**src/rtl/pulse_burst_gen.sv**
```systemverilog
// Burst pulse generator: turns one accepted request into trig_count fixed-width
// high pulses, each followed by a fixed low gap, on a registered output line.
module pulse_burst_gen #(
    parameter int HIGH_LEN = 4,
    parameter int GAP_LEN  = 4,
    parameter int CNT_W    = 8,
    parameter int NUM_W    = 4
) (
    input  logic             clk,
    input  logic             rst,
    input  logic             trig_valid,
    input  logic [NUM_W-1:0] trig_count,
    output logic             trig_ready,
    input  logic             abort,
    output logic             pulse_out,
    output logic             busy,
    output logic             done
);

    localparam logic [CNT_W-1:0] HIGH_LD = CNT_W'(HIGH_LEN - 1);
    localparam logic [CNT_W-1:0] GAP_LD  = CNT_W'(GAP_LEN - 1);
    localparam logic [CNT_W-1:0] PH_ONE  = CNT_W'(1);
    localparam logic [NUM_W-1:0] NUM_ONE = NUM_W'(1);

    typedef enum logic [1:0] {
        S_IDLE = 2'd0,
        S_HIGH = 2'd1,
        S_GAP  = 2'd2
    } state_t;

    state_t             state_q, state_d;
    logic [CNT_W-1:0]   phase_q, phase_d;
    logic [NUM_W-1:0]   left_q,  left_d;
    logic               pulse_q, busy_q, ready_q, done_q;
    logic               done_d;
    logic               accept;

    // abort takes priority over a same-cycle request, so it blocks acceptance
    assign accept = trig_valid && (state_q == S_IDLE) && !abort;

    always_comb begin
        state_d = state_q;
        phase_d = phase_q;
        left_d  = left_q;
        done_d  = 1'b0;
        if (abort && (state_q != S_IDLE)) begin
            state_d = S_IDLE;
            phase_d = '0;
            left_d  = '0;
        end else begin
            case (state_q)
                S_IDLE: begin
                    if (accept) begin
                        if (trig_count != '0) begin
                            state_d = S_HIGH;
                            phase_d = HIGH_LD;
                            left_d  = trig_count - NUM_ONE;
                        end else begin
                            done_d = 1'b1;
                        end
                    end
                end
                S_HIGH: begin
                    if (phase_q == '0) begin
                        state_d = S_GAP;
                        phase_d = GAP_LD;
                    end else begin
                        phase_d = phase_q - PH_ONE;
                    end
                end
                S_GAP: begin
                    if (phase_q != '0) begin
                        phase_d = phase_q - PH_ONE;
                    end else if (left_q != '0) begin
                        state_d = S_HIGH;
                        phase_d = HIGH_LD;
                        left_d  = left_q - NUM_ONE;
                    end else begin
                        state_d = S_IDLE;
                        done_d  = 1'b1;
                    end
                end
                default: begin
                    state_d = S_IDLE;
                    phase_d = '0;
                    left_d  = '0;
                end
            endcase
        end
    end

    // Outputs are decoded from the next state and held in flops so the pad
    // line never sees decode glitches.
    always_ff @(posedge clk or posedge rst) begin
        if (rst) begin
            state_q <= S_IDLE;
            phase_q <= '0;
            left_q  <= '0;
            pulse_q <= 1'b0;
            busy_q  <= 1'b0;
            ready_q <= 1'b1;
            done_q  <= 1'b0;
        end else begin
            state_q <= state_d;
            phase_q <= phase_d;
            left_q  <= left_d;
            pulse_q <= (state_d == S_HIGH);
            busy_q  <= (state_d != S_IDLE);
            ready_q <= (state_d == S_IDLE);
            done_q  <= done_d;
        end
    end

    assign pulse_out  = pulse_q;
    assign busy       = busy_q;
    assign trig_ready = ready_q;
    assign done       = done_q;

endmodule
```
**config.mk**
```make
export PLATFORM = sky130hd
export DESIGN_NAME = pulse_burst_gen
export DESIGN_NICKNAME = d
export VERILOG_FILES = /design/src/rtl/pulse_burst_gen.sv
export SDC_FILE = /design/constraint.sdc
export NUM_CORES = 1
export LEC_CHECK = 0
export ABC_AREA = 0
export CORE_MARGIN = 10
export CORE_UTILIZATION = 60
export DETAILED_ROUTE_END_ITERATION = 8
export GPL_TIMING_DRIVEN = 0
export HOLD_SLACK_MARGIN = 0.1
export PLACE_DENSITY = 0.83
export SYNTH_ARGS = -nofsm -noshare
export SYNTH_HDL_FRONTEND = slang
export SYNTH_SLANG_ARGS = --single-unit
```
**constraint.sdc**
```tcl
create_clock -name clk -period 4.5 [get_ports clk]
set_input_delay 0.675 -clock clk [delete_from_list [all_inputs] [get_ports clk]]
set_output_delay 0.675 -clock clk [all_outputs]
set_load 0.005 [all_outputs]
```
==> results.txt <==
CP top delay family - compound AO/OA/AOI/OAI gates
Worst-path clk slew - 100 ps
Setup CP Type - flop to flop
Final hold violation count - 0
Dpl cells - 172
Min Hold Slack - 533 ps
Final layout net count - 160
Ratio of cells with drive above 1 in the final layout - 10.1%
Slowest Stage Delay on Critical Path - 430 ps
Switching share of power - 32.2%
Reg2reg start - state_q[0]$_DFF_PP0_
Internal power - 284 uW
CP max FO - 10
Crit path time final - 2310 ps
Vias post-DR - 1085
CTS root buffer - clkbuf_4
Critical-path cell list - clkbuf_1 -> nand2b_1 -> mux2i_1 -> ha_1 -> o21bai_1 -> a221oi_1 -> o32ai_1
Final core occ - 71.3%
Hold Crit Depth - 1
Most common cell in the synthesized netlist - dfrtp_1
Setup TNS - 0 ps
Reported net switching power - 135 uW
Mapped Cells - 134
Total Routed Length - 2800 um
Routed Antenna Nets - 0
Num CTS Buffers - 3
Critical Path AT - 2480 ps
Area of the multi-input gates - 671 um2
Clock Skews - 1.20 ps
Vias in the first global route - 1002
Post-synth EDFFs - 0
RSZ-0062 raised after global routing - no
CTS tree - yes
P&R area growth vs syn - 15.1%
TritonRoute pass-1 iters - 4
Inserted Diodes - 0
Max Slew Vio Count - 0
Fill count - 154
Yosys top cell by area - dfrtp_1
Ranking of synthesized cells by area - dfrtp_1 (36%), nand2_1 (4.4%), a221oi_1 (4.4%)
Cts hold-fix bufs - 0
Initial Utilization - 61.9%
Comb pwr share - 27.6%
Cells on worst reg2reg path - 7
Clk pwr share - 24.2%
Final setup fails - 0
Die width - 64.5 um
Drt via density - 6.16
Remaining DRCs - 0
Status - completed
Worst Hold Class - flop to flop
Critical-path top delay cell - dfrtp_1
Postcts setup bufs - 0
Async set-reset flop share out of synthesis - 100%
Rows - 16
Die Area - 4160 um2
Synth Register Bits - 18
Max Fclk - 434 MHz
GR Util All Layers - 14.0%
Seq pwr share - 48.1%
Reg2reg end - left_q[2]$_DFFE_PP0P_
Final period utilization - 51.2%
Sink Count - 18
Top cells by count, synth - dfrtp_1 (17), nand2_1 (14), inv_1 (11), a21oi_1 (8), nand3_1 (7)
I/O pins - 12
Half-perimeter wire length after placement - 2070 um
Clock buffer depth - 2
Synth unique cells - 44
Core area - 1920 um2
Post-CTS Resized - 0
Power Total - 419 uW
Finished Layout Cells - 176
Sequential cell area - 452 um2
Sequential element share of the synthesized area - 38.0%
Initial antenna violation count - 0
WL/cell - 15.9 um
H-tree depth - 1
Hold Startpoint - phase_q[7]$_DFFE_PP0P_
Hold EP - phase_q[7]$_DFFE_PP0P_
Grt total ovfl - 0
Main synth FF type - dfrtp_1
Buffers & Inverters on Critical Path - 1
Avg Synthesized Cell Area - 8.88 um2
Crit end category - flop
Cell Area, Synth - 1190 um2
First-pass GRT wire length - 4810 um
Gpl congestion - 0.865
Port Buffers - 11
Tightest Pin Transition - 809 ps
Worst IR Drop VDD - 0.298 mV
FF-to-FF setup slack - 2190 ps
Synthesized Nets - 144
Yosys warning total - 0
Startpoint types - flop
CP required - 4670 ps
Relative slew slack - 45.7%
Leak - 0.000560 uW
Pwr per Cell Area - 306 nW/um2
Die H - 64.5 um
Max-Cap Viols - 0
DR iter-0 viols - 91
Clk Latency, worst-skew pair - 300 ps
Pin count of the biggest net entering global routing - 19
Top-area cell type share of the netlist area - 35.8%
## per-stage QoR
step / setup WS, ps / instance area [um2]
floorplan: 2490 / 1190
global placement: 1950 / 1330
global route: 2040 / 1370
detailed placement: 1940 / 1330
CTS: 2230 / 1370
finish: 2190 / 1370
## final cells by class
cell class	count	area share [%]
Sequential cell	18	33.0
Buffer	5	1.92
Timing Repair Buffer	11	8.04
Tap cell	27	2.47
Inverter	11	3.01
Multi-Input combinational cell	100	48.9
Clock buffer	4	2.65
## logic make-up (layout without fill, tap and decap cells)
| group | after synthesis | count (layout) | synth area share [%] |
|---|---|---|---|
| compound gates | 38 | 38 | 22.1 |
| mux | 6 | 6 | 5.15 |
| buf+inv | 16 | 31 | 5.68 |
| flops | 18 | 18 | 38.0 |
| simple gates | 52 | 52 | 25.6 |
| fa+ha+maj | 2 | 2 | 2.10 |
| xor+xnor | 2 | 2 | 1.47 |
## cells in the final DEF (no fill, tap or decap), types with 4 or more instances in the layout
| master | n |
|---|---|
| nor2_1 | 4 |
| clkdlybuf4s50_1 | 11 |
| nor2b_1 | 4 |
| inv_1 | 11 |
| a21oi_1 | 8 |
| nor3_1 | 5 |
| nand2_1 | 14 |
| a221oi_1 | 6 |
| mux2i_1 | 5 |
| o21ai_0 | 6 |
| nand3_1 | 7 |
| dfrtp_1 | 17 |
## worst max-delay path by stage
stage / cells after the start / start / end / slack (ps)
floorplan: 4 / trig_count[1] / left_q[1]$_DFFE_PP0P_ / 2490
global placement: 5 / trig_count[1] / left_q[1]$_DFFE_PP0P_ / 1950
detailed placement: 5 / trig_count[1] / left_q[1]$_DFFE_PP0P_ / 1940
CTS: 7 / state_q[0]$_DFF_PP0_ / left_q[2]$_DFFE_PP0P_ / 2230
global route: 7 / state_q[0]$_DFF_PP0_ / left_q[2]$_DFFE_PP0P_ / 2040
finish: 7 / state_q[0]$_DFF_PP0_ / left_q[2]$_DFFE_PP0P_ / 2190
## layer usage
layer | share of wire (%) | vias up | GRT usage (%) | routed length [um]
met5 | 0 | - | 0 | 0
met4 | 0.82 | 0 | 5.35 | 23
met3 | 6.6 | 3 | 3.44 | 186
met2 | 49 | 40 | 21.2 | 1380
met1 | 43 | 512 | 18.7 | 1210
li1 | - | 530 | - | -
## power by group through the flow
stage | sequential (uW) | combinational (uW) | clock [uW]
after detailed placement | 204 | 114 | 0
after global placement | 204 | 110 | 0
after floorplan | 200 | 81.1 | 0
after global routing | 205 | 128 | 108
after CTS | 201 | 115 | 103
final | 202 | 116 | 102
## state kept, by name, indices dropped and copies added, names as in the netlist
register	cells
pulse_out	1
phase_q	8
trig_ready	1
busy	1
done	1
state_q	2
left_q	4
(Power assumes the default switching activity.)
